File: src/rtl/sd_pkg.sv
// Shared SD constants: command indices, response types, error codes and
// the fixed CMD8 / ACMD41 argument fields used by the init controller.
package sd_pkg;

  typedef logic [5:0] cmd_idx_t;

  localparam cmd_idx_t CMD_GO_IDLE         = 6'd0;
  localparam cmd_idx_t CMD_ALL_SEND_CID    = 6'd2;
  localparam cmd_idx_t CMD_SEND_RCA        = 6'd3;
  localparam cmd_idx_t CMD_SEND_IF_COND    = 6'd8;
  localparam cmd_idx_t CMD_SD_SEND_OP_COND = 6'd41;
  localparam cmd_idx_t CMD_APP_CMD         = 6'd55;

  localparam logic [1:0] RTYPE_NONE = 2'd0;
  localparam logic [1:0] RTYPE_R1   = 2'd1;
  localparam logic [1:0] RTYPE_R2   = 2'd2;
  localparam logic [1:0] RTYPE_R3   = 2'd3;

  localparam logic [2:0] ERR_NONE    = 3'd0;
  localparam logic [2:0] ERR_TIMEOUT = 3'd1;
  localparam logic [2:0] ERR_CRC     = 3'd2;
  localparam logic [2:0] ERR_ECHO    = 3'd3;
  localparam logic [2:0] ERR_RETRIES = 3'd4;

  localparam logic [31:0] CMD8_ARG   = 32'h0000_01AA;
  localparam logic [11:0] CMD8_ECHO  = 12'h1AA;
  localparam logic [23:0] ACMD41_OCR = 24'hFF8000;

  // ACMD41 argument: HCS in bit 30, voltage window in [23:0].
  function automatic logic [31:0] acmd41_arg(input logic hcs);
    return {1'b0, hcs, 6'b0, ACMD41_OCR};
  endfunction

endpackage

File: src/rtl/sd_init_ctrl.sv
// SD card initialisation sequencer: CMD0, CMD8, (CMD55 + ACMD41 polled with
// a gap), CMD2, CMD3. Inside a command state the REQ phase is cmd_req_q=1
// and the WAIT phase is cmd_req_q=0. dbg_state_o = {cmd_req_q, state_q}.
module sd_init_ctrl
  import sd_pkg::*;
#(
  parameter int MAX_ACMD41_TRIES = 1000,
  parameter int POLL_GAP         = 50000
) (
  input  logic        clk_i,
  input  logic        rst_i,
  input  logic        start_i,
  output logic        cmd_req_o,
  input  logic        cmd_ack_i,
  output logic [5:0]  cmd_idx_o,
  output logic [31:0] cmd_arg_o,
  output logic [1:0]  cmd_rtype_o,
  input  logic        cmd_done_i,
  input  logic        cmd_timeout_i,
  input  logic        cmd_crc_err_i,
  input  logic [31:0] resp_i,
  output logic        busy_o,
  output logic        ready_o,
  output logic        error_o,
  output logic [2:0]  err_code_o,
  output logic [5:0]  err_cmd_o,
  output logic [15:0] rca_o,
  output logic        ccs_o,
  output logic [4:0]  dbg_state_o
);

  localparam logic [3:0] ST_IDLE   = 4'd0;
  localparam logic [3:0] ST_CMD0   = 4'd1;
  localparam logic [3:0] ST_CMD8   = 4'd2;
  localparam logic [3:0] ST_CMD55  = 4'd3;
  localparam logic [3:0] ST_ACMD41 = 4'd4;
  localparam logic [3:0] ST_GAP    = 4'd5;
  localparam logic [3:0] ST_CMD2   = 4'd6;
  localparam logic [3:0] ST_CMD3   = 4'd7;
  localparam logic [3:0] ST_DONE   = 4'd8;
  localparam logic [3:0] ST_ERR    = 4'd9;

  localparam int TRY_W = $clog2(MAX_ACMD41_TRIES + 1);
  localparam int GAP_W = (POLL_GAP > 1) ? $clog2(POLL_GAP) : 1;
  localparam logic [TRY_W-1:0] TRY_MAX  = TRY_W'(MAX_ACMD41_TRIES);
  localparam logic [GAP_W-1:0] GAP_LAST = GAP_W'(POLL_GAP - 1);

  logic [3:0]       state_q, state_d;
  logic             cmd_req_q, cmd_req_d;
  logic             busy_q, busy_d;
  logic             ready_q, ready_d;
  logic             error_q, error_d;
  logic [2:0]       err_code_q, err_code_d;
  logic [5:0]       err_cmd_q, err_cmd_d;
  logic [15:0]      rca_q, rca_d;
  logic             ccs_q, ccs_d;
  logic             hcs_q, hcs_d;
  logic [TRY_W-1:0] tries_q, tries_d, tries_inc;
  logic [GAP_W-1:0] gap_q, gap_d;

  cmd_idx_t    cmd_idx;
  logic [31:0] cmd_arg;
  logic [1:0]  cmd_rtype;
  logic        wait_done;
  logic        err_hit;
  logic [2:0]  err_val;

  // Response bits the sequence never looks at.
  logic unused_resp;
  assign unused_resp = &{1'b0, resp_i[15:12]};

  // Command fields depend only on state (and hcs), so they hold through REQ.
  always_comb begin
    cmd_idx   = CMD_GO_IDLE;
    cmd_arg   = '0;
    cmd_rtype = RTYPE_NONE;
    case (state_q)
      ST_CMD8: begin
        cmd_idx   = CMD_SEND_IF_COND;
        cmd_arg   = CMD8_ARG;
        cmd_rtype = RTYPE_R1;
      end
      ST_CMD55: begin
        cmd_idx   = CMD_APP_CMD;
        cmd_rtype = RTYPE_R1;
      end
      ST_ACMD41: begin
        cmd_idx   = CMD_SD_SEND_OP_COND;
        cmd_arg   = acmd41_arg(hcs_q);
        cmd_rtype = RTYPE_R3;
      end
      ST_CMD2: begin
        cmd_idx   = CMD_ALL_SEND_CID;
        cmd_rtype = RTYPE_R2;
      end
      ST_CMD3: begin
        cmd_idx   = CMD_SEND_RCA;
        cmd_rtype = RTYPE_R1;
      end
      default: ;
    endcase
  end

  // Sequencer next-state: handshake, per-command result handling, error capture.
  always_comb begin
    state_d    = state_q;
    cmd_req_d  = cmd_req_q;
    busy_d     = busy_q;
    ready_d    = ready_q;
    error_d    = error_q;
    err_code_d = err_code_q;
    err_cmd_d  = err_cmd_q;
    rca_d      = rca_q;
    ccs_d      = ccs_q;
    hcs_d      = hcs_q;
    tries_d    = tries_q;
    gap_d      = gap_q;
    err_hit    = 1'b0;
    err_val    = ERR_NONE;
    tries_inc  = (tries_q == TRY_MAX) ? tries_q : tries_q + 1'b1;
    wait_done  = cmd_done_i && !cmd_req_q;

    if (cmd_req_q && cmd_ack_i) cmd_req_d = 1'b0;

    case (state_q)
      ST_IDLE, ST_DONE, ST_ERR: begin
        if (start_i) begin
          state_d    = ST_CMD0;
          cmd_req_d  = 1'b1;
          busy_d     = 1'b1;
          ready_d    = 1'b0;
          error_d    = 1'b0;
          err_code_d = ERR_NONE;
          err_cmd_d  = '0;
          tries_d    = '0;
        end
      end
      ST_CMD0: begin
        if (wait_done) begin
          state_d   = ST_CMD8;
          cmd_req_d = 1'b1;
        end
      end
      ST_CMD8: begin
        if (wait_done) begin
          if (cmd_timeout_i) begin
            hcs_d     = 1'b0;
            state_d   = ST_CMD55;
            cmd_req_d = 1'b1;
          end else if (resp_i[11:0] != CMD8_ECHO) begin
            err_hit = 1'b1;
            err_val = ERR_ECHO;
          end else begin
            hcs_d     = 1'b1;
            state_d   = ST_CMD55;
            cmd_req_d = 1'b1;
          end
        end
      end
      ST_CMD55, ST_CMD2, ST_CMD3: begin
        if (wait_done) begin
          if (cmd_timeout_i) begin
            err_hit = 1'b1;
            err_val = ERR_TIMEOUT;
          end else if (cmd_crc_err_i) begin
            err_hit = 1'b1;
            err_val = ERR_CRC;
          end else if (state_q == ST_CMD55) begin
            state_d   = ST_ACMD41;
            cmd_req_d = 1'b1;
          end else if (state_q == ST_CMD2) begin
            state_d   = ST_CMD3;
            cmd_req_d = 1'b1;
          end else begin
            rca_d   = resp_i[31:16];
            state_d = ST_DONE;
            busy_d  = 1'b0;
            ready_d = 1'b1;
          end
        end
      end
      ST_ACMD41: begin
        if (wait_done) begin
          tries_d = tries_inc;
          if (cmd_timeout_i) begin
            err_hit = 1'b1;
            err_val = ERR_TIMEOUT;
          end else if (resp_i[31]) begin
            ccs_d     = resp_i[30];
            state_d   = ST_CMD2;
            cmd_req_d = 1'b1;
          end else if (tries_inc == TRY_MAX) begin
            err_hit = 1'b1;
            err_val = ERR_RETRIES;
          end else begin
            state_d = ST_GAP;
            gap_d   = '0;
          end
        end
      end
      ST_GAP: begin
        if (gap_q == GAP_LAST) begin
          gap_d     = '0;
          state_d   = ST_CMD55;
          cmd_req_d = 1'b1;
        end else begin
          gap_d = gap_q + 1'b1;
        end
      end
      default: state_d = ST_IDLE;
    endcase

    if (err_hit) begin
      state_d    = ST_ERR;
      busy_d     = 1'b0;
      error_d    = 1'b1;
      err_code_d = err_val;
      err_cmd_d  = cmd_idx;
    end
  end

  // State registers; reset wins over everything, even mid-request.
  always_ff @(posedge clk_i) begin
    if (rst_i) begin
      state_q    <= ST_IDLE;
      cmd_req_q  <= 1'b0;
      busy_q     <= 1'b0;
      ready_q    <= 1'b0;
      error_q    <= 1'b0;
      err_code_q <= ERR_NONE;
      err_cmd_q  <= '0;
      rca_q      <= '0;
      ccs_q      <= 1'b0;
      hcs_q      <= 1'b0;
      tries_q    <= '0;
      gap_q      <= '0;
    end else begin
      state_q    <= state_d;
      cmd_req_q  <= cmd_req_d;
      busy_q     <= busy_d;
      ready_q    <= ready_d;
      error_q    <= error_d;
      err_code_q <= err_code_d;
      err_cmd_q  <= err_cmd_d;
      rca_q      <= rca_d;
      ccs_q      <= ccs_d;
      hcs_q      <= hcs_d;
      tries_q    <= tries_d;
      gap_q      <= gap_d;
    end
  end

  assign cmd_req_o   = cmd_req_q;
  assign cmd_idx_o   = cmd_idx;
  assign cmd_arg_o   = cmd_arg;
  assign cmd_rtype_o = cmd_rtype;
  assign busy_o      = busy_q;
  assign ready_o     = ready_q;
  assign error_o     = error_q;
  assign err_code_o  = err_code_q;
  assign err_cmd_o   = err_cmd_q;
  assign rca_o       = rca_q;
  assign ccs_o       = ccs_q;
  assign dbg_state_o = {cmd_req_q, state_q};

endmodule

File: config.mk
export PLATFORM = sky130hd
export DESIGN_NAME = sd_init_ctrl
export DESIGN_NICKNAME = d
export VERILOG_FILES = /design/src/rtl/sd_pkg.sv /design/src/rtl/sd_init_ctrl.sv
export SDC_FILE = /design/constraint.sdc
export NUM_CORES = 1
export LEC_CHECK = 0
export ABC_AREA = 1
export CAP_MARGIN = 15
export CORE_ASPECT_RATIO = 0.75
export CORE_MARGIN = 2
export CORE_UTILIZATION = 38
export DETAILED_ROUTE_END_ITERATION = 7
export PLACE_DENSITY = 0.64
export SLEW_MARGIN = 20
export SYNTH_ARGS = -nofsm -noshare
export SYNTH_HDL_FRONTEND = slang
export SYNTH_SLANG_ARGS = --single-unit
File: constraint.sdc
create_clock -name clk_i -period 2.7 [get_ports clk_i]
set_clock_uncertainty 0.15 [all_clocks]
set_input_delay 0.27 -clock clk_i [delete_from_list [all_inputs] [get_ports clk_i]]
set_output_delay 0.27 -clock clk_i [all_outputs]
set_load 0.01 [all_outputs]
After elaboration in Yosys (flattened, before gate mapping)
Cells that the tools add are included.

Register bits: 61. Latch bits: 0. Bits in writable memories: 0. Bits in read-only memories: 0. Bits of input ports: 39. Output and inout bits: 75. Memories kept: 0.

Add/sub/neg operators: 2. Multiply operators: 0. Divide/modulo/power cells: 0. Magnitude comparators: 0. Equality and inequality tests: 40. Shift operators: 0. Muxes and demuxes: 92. Bitwise logic cells: 4. Reductions and logical operators: 22.

Operators by type and width (count): 16-bit 2-to-1 mux (5); 4-bit 2-to-1 mux (16); 31-bit case mux with 2 select lines (1); 1-bit 2-to-1 mux (41); 3-bit != test (second input constant) (11); 16-bit case mux with 2 select lines (1); 10-bit 2-to-1 mux (3); 6-bit case mux with 5 select lines (1); 2-bit != test (second input constant) (14); 4-bit case mux with 6 select lines (1); 11-bit AND reduction (2); 3-bit 2-to-1 mux (7); 10-bit equality test (second input constant) (2); 10-bit case mux with 2 select lines (1); 6-bit 2-to-1 mux (3); 16-bit by 1-bit adder with 16-bit output (second input constant) (1); 16-bit equality test (second input constant) (1); 4-bit by 3-bit equality test with 1-bit output (second input constant) (4); 2-bit 2-to-1 mux (6); 12-bit by 9-bit != test with 1-bit output (second input constant) (1); 10-bit by 1-bit adder with 10-bit output (second input constant) (1); 2-bit nonzero test (5); 3-bit case mux with 3 select lines (1); 3-bit OR reduction (3); 19 further kinds (28).

Longest topological paths before layout
Gate-level depths: netlist of the first run.

Depth in word-level cells: 10. Depth in mapped cells: 15. Depth with buffers taken out: 15.

Least setup slack after synthesis of the first run
No wires, ideal clock.

Path kind: flip-flop to flip-flop. From: reg tries_q[0]. To: reg err_cmd_q[0], in the netlist err_cmd_o[0]. Arrival time: 1.698 ns. Required time: 2.416 ns. Path slack: 0.719 ns. Cell stages (with the launch flop): 13. Buffers on the path: 1. Cells stage by stage: dfxtp_1 > ha_1 > nand3_1 > nor2_2 > xor2_1 > nand2_1 > nor2_2 > nand4_1 > nand2_2 > nand2_2 > buf_4 > nand3_1 > a21oi_1.

Word-level cells in the longest chain between the ends: 10. Elaborated cells on any way between the ends: 13. Those cells by class: 1 x add/sub; 2 x eq/ne; 7 x mux; 3 x reduce/logical.

RTL lines: start, declared (line sd_init_ctrl.sv:58) `logic [TRY_W-1:0] tries_q, tries_d, tries_inc;`; start signal, assigned (line sd_init_ctrl.sv:248) `tries_q <= tries_d;`; 10-bit by 1-bit adder with 10-bit output or 10-bit equality test (tied branches) (line sd_init_ctrl.sv:120) `tries_inc = (tries_q == TRY_MAX) ? tries_q : tries_q + 1'b1;`; 10-bit 2-to-1 mux (*) (line sd_init_ctrl.sv:120); 10-bit equality test (*) (line sd_init_ctrl.sv:192) `end else if (tries_inc == TRY_MAX) begin`; 1-bit 2-to-1 mux (*) (line sd_init_ctrl.sv:192); 1-bit 2-to-1 mux (*) (line sd_init_ctrl.sv:188) `end else if (resp_i[31]) begin`; 1-bit 2-to-1 mux (*) (line sd_init_ctrl.sv:185) `if (cmd_timeout_i) begin`; 1-bit 2-to-1 mux (*) (line sd_init_ctrl.sv:183) `if (wait_done) begin`; 1-bit case mux with 3 select lines (*) (line sd_init_ctrl.sv:125) `case (state_q)`; 2-bit nonzero test (no line); 2-bit AND reduction (no line); end signal, assigned (line sd_init_ctrl.sv:244) `err_cmd_q <= err_cmd_d;`; end, declared (line sd_init_ctrl.sv:54) `logic [5:0] err_cmd_q, err_cmd_d;`.

Mark *: on every way between the ends. The rest lies on a longest branch, timed or not. A chain may end at the register's enable or synchronous reset.

Worst setup path after layout of the first run
From: reg state_q[3]. To: out cmd_idx_o[0].

Word-level cells in the longest chain between the ends: 2. Elaborated cells on any way between the ends: 6. Those cells by class: 5 x eq/ne; 1 x mux.

RTL lines: start, declared (line sd_init_ctrl.sv:48) `logic [3:0] state_q, state_d;`; start signal, assigned (line sd_init_ctrl.sv:238) `state_q <= state_d;`; 4-bit by 3-bit equality test with 1-bit output or 4-bit by 2-bit equality test with 1-bit output (tied branches) (line sd_init_ctrl.sv:77) `case (state_q)`; 6-bit case mux with 5 select lines (*) (line sd_init_ctrl.sv:77); end, declared (line sd_init_ctrl.sv:15) `output logic [5:0] cmd_idx_o,`.

Marks and branches as above.

==> flow_metrics.env, run 1 <==
export IMPL_timing_final_max_slew_violations=0
export IMPL_combined_area_of_the_multi_input_logic_cells_um2=1870
export IMPL_power_leakage_uw=0.00190
export IMPL_power_ir_vdd_worst_mv=0.382
export IMPL_synth_area_um2=3570
export IMPL_cts_tree="yes"
export IMPL_synth_seq_area_share=0.336
export IMPL_io_pins=114
export IMPL_detail_route_wirelength_mm=9.63
export IMPL_antenna_found_initial=0
export IMPL_count_of_endpoints_failing_setup_in_the_final_report=0
export IMPL_clock_sink_count=60
export IMPL_whs_ns=0.311
export IMPL_rsz0062_at_grt="false"
export IMPL_floorplan_initialDensity=0.393
export IMPL_post_synth_cell_area_avg_um2=6.59
export IMPL_route_vias_total=3673
export IMPL_yosysMostFrequentCell="nand2_1"
export IMPL_number_of_violations_of_the_max_capacitance_limit=0
export IMPL_critical_path_endpoint="cmd_idx_o[0]"
export IMPL_place_ws_ns=0.331
export IMPL_setup_reg_to_reg_worst_slack_ns=0.32
export IMPL_dominantRegCellSynth="dfxtp_1"
export IMPL_worst_ep_required_time_ns=2.28
export IMPL_fin_nets=663
export IMPL_drt_initial_drc_count=203
export IMPL_count_of_cells_along_the_worst_register_to_register_path=12
export IMPL_synth_area_top_cells="dfxtp_1 (34%), nand2_1 (12%), nand3_1 (7.7%), buf_4 (7.2%), nor2_1 (6.8%)"
export IMPL_synth_async_reset_ratio=0
export IMPL_routed_wire_length_per_instance_um=12.8
export IMPL_grt_pass1_wl_mm=16.1
export IMPL_layout_area_seq_um2=1200
export IMPL_floorplan_rows=30
export IMPL_die_area_um2=10200
export IMPL_timing_hold_worst_class="flop to flop"
export IMPL_max_clock_freq_mhz=397
export IMPL_yosysUniqueCellTypes=37
export IMPL_worst_skew_pair_late_latency_ns=0.33
export IMPL_crit_path_end_kind="output port"
export IMPL_power_per_cell_area_nw_per_um2=695
export IMPL_core_area_um2=9080
export IMPL_floorplan_die_height_um=87.9
export IMPL_postSynthRegisterBits=60
export IMPL_synthesis_instances=542
export IMPL_cts_max_path_buffers=2
export IMPL_setup_slack_of_the_critical_path_after_layout_ns=0.179
export IMPL_tightestPinTransition_ns=0.618
export IMPL_post_drt_via_cell_ratio=4.87
export IMPL_max_slew_margin_rel=0.588
export IMPL_final_fill_count=902
export IMPL_ant_nets=0
export IMPL_grt_start_max_net_pins=38
export IMPL_worst_setup_path_startpoint="state_q[3]$_SDFFE_PP0P_"
export IMPL_yosys_warnings=0
export IMPL_drc_errors=0
export IMPL_die_width_um=116
export IMPL_first_global_vias=3426
export IMPL_drt_pass1_iter_count=4
export IMPL_cp_data_arrival_time_ns=2.10
export IMPL_cts_reportedPaths_clkPinSlew_ns=0.05
export IMPL_place_congestion=0.876
export IMPL_detailed_place_hpwl_mm=6.90
export IMPL_timing_hold_violations_final=0
export IMPL_antenna_cells_inserted=0
export IMPL_postLayoutCellArea_um2=4760
export IMPL_synth_top_cell_by_area="dfxtp_1"
export IMPL_worst_setup_path_type="flop to output port"
export IMPL_post_synth_top_area_fraction=0.336
export IMPL_final_min_clock_period_ns=2.52
export IMPL_post_route_period_util=0.934
export IMPL_critPathMaxFanout=6
export IMPL_worstReg2RegEnd="err_cmd_o[4]$_SDFFE_PP0P_"
export IMPL_fin_setup_tns_ns=0
export IMPL_synth_cells_most_frequent="nand2_1 (113), nor2_1 (65), dfxtp_1 (60), inv_1 (59), nand3_1 (55)"
export IMPL_globalRoute_totalOverflow=0
export IMPL_h_tree_levels=3
export IMPL_num_cts_buffers=9
export IMPL_area_growth_pct=33.2
export IMPL_global_route_usage_total=0.197
export IMPL_holdBufCountCts=0
export IMPL_root_buffer="clkbuf_16"
export IMPL_timing_critical_path_from_type="flop"
export IMPL_layout_drive_gt1_share=0.0895
export IMPL_post_synth_edffs=0
export IMPL_critical_path_reg2reg_startpoint="tries_q[0]$_SDFFE_PP0P_"
export IMPL_buffer_ports_inserted=92
export IMPL_power_uw=3300
export IMPL_status="finished clean"
export IMPL_post_dp_cell_area_um2=4440
==> layout by cell type (no fill, tap or decap), types with 2 or more instances in the layout <==
cell / synthesis / routed
o21ai_0: 27 / 27
dfxtp_1: 60 / 60
o2111ai_1: 2 / 2
nor3_1: 6 / 6
conb_1: 1 / 17
nand2_2: 7 / 7
clkinvlp_4: 0 / 2
inv_1: 59 / 59
xnor2_1: 2 / 2
nor2_1: 65 / 64
xor2_1: 6 / 6
buf_4: 34 / 6
nor2_2: 7 / 8
a21oi_1: 39 / 39
nor3_2: 2 / 2
nand3b_1: 4 / 4
ha_1: 3 / 3
or2_2: 5 / 5
clkdlybuf4s50_1: 0 / 92
nand2_1: 113 / 113
a21oi_2: 3 / 3
nand3_1: 55 / 55
clkinv_4: 0 / 2
nand4_1: 13 / 13
clkbuf_16: 0 / 9
inv_2: 5 / 5
==> worst min-delay path by stage <==
stage / from / to / slack, ns / depth (start not counted)
3_3_place_gp: hcs_q$_SDFFE_PP0P_ / hcs_q$_SDFFE_PP0P_ / 0.30 / 2
5_1_grt: err_code_o[2]$_SDFFE_PP0P_ / err_code_o[2]$_SDFFE_PP0P_ / 0.35 / 2
3_5_place_dp: hcs_q$_SDFFE_PP0P_ / hcs_q$_SDFFE_PP0P_ / 0.31 / 2
4_1_cts: hcs_q$_SDFFE_PP0P_ / hcs_q$_SDFFE_PP0P_ / 0.31 / 2
2_1_floorplan: resp_i[16] / rca_o[0]$_SDFFE_PP0P_ / 0.25 / 2
6_report: hcs_q$_SDFFE_PP0P_ / hcs_q$_SDFFE_PP0P_ / 0.31 / 2
==> metrics by stage <==
stage | utilization | instances
finish | 0.524 | 754
global route | 0.524 | 754
CTS | 0.523 | 754
detailed placement | 0.489 | 738
global placement | 0.489 | 738
floorplan | - | 558
==> logic make-up (layout without fill, tap and decap cells) <==
group	Yosys count	in the layout	synth area share
AND/OR/NAND/NOR	281	281	0.354
buffers and inverters	111	179	0.156
AO/OA/AOI/OAI	78	78	0.122
flip-flops	60	60	0.336
XOR/XNOR	8	8	0.0196
adder cells (fa/ha/maj)	3	3	0.0105
other	1	17	0.00105
==> layout make-up <==
class	count	share of cell area
clock buffers	10	0.0502
multi-input cells	387	0.394
clock inverters	6	0.0150
inverters	65	0.0513
well taps	128	0.0337
repair buffers	98	0.203
flip-flops and latches	60	0.253
==> report_power, final <==
group	leakage, uW	total (uW)	internal, uW	switching (uW)
Combinational	0.00127	1130	479	647
Sequential	0.000485	991	935	56.2
Clock	0.000145	1190	745	441
Total	0.00190	3300	2160	1140
==> critical path: stages, from the launching register on <==
cell and delay (ns):
dfxtp_1 0.38, inv_1 0.13, nand2_2 0.14, inv_1 0.05, nand2_1 0.18, inv_1 0.09
nor2_1 0.17, nand2_1 0.12, clkdlybuf4s50_1 0.50
==> registers in the layout, indices dropped and copies added, names as in the netlist, 3 cells and up <==
| signal | count |
|---|---|
| err_cmd_o | 5 |
| tries_q | 10 |
| err_code_o | 3 |
| state_q | 4 |
| rca_o | 16 |
| gap_q | 16 |
==> metal layers <==
layer / vias to the layer above / routed length (um) / global-route usage
met5: - / 0 / 0
met4: 0 / 117 / 0.0628
met3: 13 / 707 / 0.0595
met2: 127 / 4240 / 0.301
met1: 1671 / 4560 / 0.269
li1: 1862 / - / -
==> repair_timing <==
| action | in CTS | in global routing |
|---|---|---|
| setup buffers | 0 | 0 |
| endpoints found under the setup margin | 0 | 2 |
| resized for setup | 0 | 1 |
Note: power is estimated with default switching activity, not from simulation.
==> run 2: changes to the inputs <==
- CORE_ASPECT_RATIO: 0.75 -> 0.9
- PLACE_DENSITY: 0.64 -> 0.75
- clock period: 2.7 -> 2.3 ns (I/O delays scaled with it)
==> flow_metrics.env, run 2 (same netlist as run 1, synthesis figures left out) <==
export IMPL_status="finished clean"
export IMPL_setup_reg_to_reg_worst_slack_ns=0.18
export IMPL_post_route_period_util=0.963
export IMPL_power_ir_vdd_worst_mv=0.501
export IMPL_antenna_cells_inserted=0
export IMPL_cts_max_path_buffers=2
export IMPL_route_vias_total=3694
export IMPL_dp_cells=742
export IMPL_global_route_usage_total=0.191
export IMPL_number_of_violations_of_the_max_capacitance_limit=0
export IMPL_timing_critical_path_from_type="flop"
export IMPL_layoutNonFillerInstCount=761
export IMPL_floorplan_rows=33
export IMPL_cts_tree="yes"
export IMPL_layout_drive_gt1_share=0.138
export IMPL_floorplan_initialDensity=0.391
export IMPL_routed_wire_length_per_instance_um=12.5
export IMPL_fin_nets=676
export IMPL_h_tree_levels=3
export IMPL_die_area_um2=10200
export IMPL_top_layer_used="met4"
export IMPL_area_growth_pct=35.7
export IMPL_detailed_place_hpwl_mm=6.93
export IMPL_cp_data_arrival_time_ns=1.84
export IMPL_globalRoute_totalOverflow=0
export IMPL_antenna_found_initial=0
export IMPL_place_congestion=0.901
export IMPL_commonest_non_fill_non_tap_cell_in_the_layout="nand2_1"
export IMPL_clock_sink_count=60
export IMPL_route_met3_wl_um=780
export IMPL_max_slew_margin_rel=0.579
export IMPL_met2_length_mm=4.50
export IMPL_layout_common_cells="nand2_1 (110), clkdlybuf4s50_1 (86), nor2_1 (60), inv_1 (56)"
export IMPL_power_per_cell_area_nw_per_um2=770
export IMPL_worst_setup_path_type="flop to output port"
export IMPL_worst_skew_pair_late_latency_ns=0.35
export IMPL_grt_start_max_net_pins=38
export IMPL_worst_ep_required_time_ns=1.92
export IMPL_drt_initial_drc_count=211
export IMPL_power_leakage_uw=0.00201
export IMPL_final_min_clock_period_ns=2.22
export IMPL_met1_length_mm=4.13
export IMPL_critPathMaxFanout=9
export IMPL_ant_nets=0
export IMPL_timing_hold_violations_final=0
export IMPL_first_global_vias=3549
export IMPL_floorplan_die_height_um=96.0
export IMPL_drc_errors=0
export IMPL_tightestPinTransition_ns=0.626
export IMPL_power_uw=3730
export IMPL_timing_final_max_slew_violations=0
export IMPL_num_cts_buffers=9
export IMPL_post_drt_via_cell_ratio=4.85
export IMPL_place_ws_ns=0.0986
export IMPL_max_clock_freq_mhz=451
export IMPL_drt_pass1_iter_count=4
export IMPL_whs_ns=0.296
export IMPL_root_buffer="clkbuf_8"
export IMPL_buffer_ports_inserted=92
export IMPL_crit_path_end_kind="output port"
export IMPL_grt_pass1_wl_mm=15.8
export IMPL_die_width_um=106
export IMPL_holdBufCountCts=0
export IMPL_cts_reportedPaths_clkPinSlew_ns=0.08
export IMPL_timing_hold_worst_class="primary input to flop"
export IMPL_count_of_endpoints_failing_setup_in_the_final_report=0
export IMPL_detail_route_wirelength_mm=9.51
export IMPL_core_area_um2=9130
export IMPL_io_pins=114
export IMPL_setup_slack_of_the_critical_path_after_layout_ns=0.0847
[run 2: cell count changes in the layout (fill, tap and decap cells not counted), moves of 4 or more]
cell,before,now
clkbuf_8,1,9
buf_4,6,19
nor2_2,8,12
dfxtp_2,0,5
clkbuf_16,9,0
nor2_1,64,60
dlymetal6s2s_1,0,4
clkdlybuf4s50_1,92,86
dfxtp_1,60,54
[run 2: worst paths after layout]
| check | cells after the start | to | startpoint |
|---|---|---|---|
| setup / recovery | 7 | cmd_arg_o[22] | state_q[3]$_SDFFE_PP0P_ |
| hold / removal | 3 | ccs_o$_SDFFE_PP0P_ | resp_i[30] |
| setup reg to reg | 12 | state_q[2]$_SDFFE_PP0P_ | gap_q[0]$_SDFFE_PP0P_ |
| hold reg to reg | 2 | hcs_q$_SDFFE_PP0P_ | hcs_q$_SDFFE_PP0P_ |
[run 2: layout make-up]
| type | instances | area (um2) |
|---|---|---|
| fill | 878 | 4280 |
| multi-input combinational | 387 | 1940 |
| sequential | 60 | 1210 |
| timing repair buffer | 111 | 1070 |
| inverter | 65 | 246 |
| tap | 122 | 153 |
| clock buffer | 9 | 124 |
| clock inverter | 7 | 100 |
[run 2: what timing repair did]
item / in CTS / in global routing
endpoints found under the setup margin: 15 / 47
setup buffers: 0 / 3
pin swaps: 0 / 1
gates resized for setup: 11 / 24
[run 2: through the flow]
step            util  instance area [um2]  setup TNS [ns]
3_3_place_gp   0.494                 4510               0
4_1_cts        0.521                 4750               0
6_report       0.531                 4840               0
5_1_grt        0.531                 4840          -0.114
3_5_place_dp   0.494                 4510               0
2_1_floorplan      -                 3630               0
[run 2: worst max-delay path, cell delays in order (launching register included)]
cell and delay, ns:
dfxtp_2 0.34, inv_2 0.10, nand2_4 0.09, inv_1 0.08, nand2_2 0.10, inv_4 0.11, buf_4 0.15, clkdlybuf4s50_1 0.54
[run 2: where the power goes]
group          switching [uW]  internal [uW]
clock                     463            615
combinational             825            654
sequential               69.5           1100
total                    1360           2370
[run 2: routing by layer]
metal / vias to the layer above / track usage
met5: - / 0
met4: 0 / 0.0647
met3: 12 / 0.0657
met2: 118 / 0.321
met1: 1684 / 0.229
li1: 1880 / -
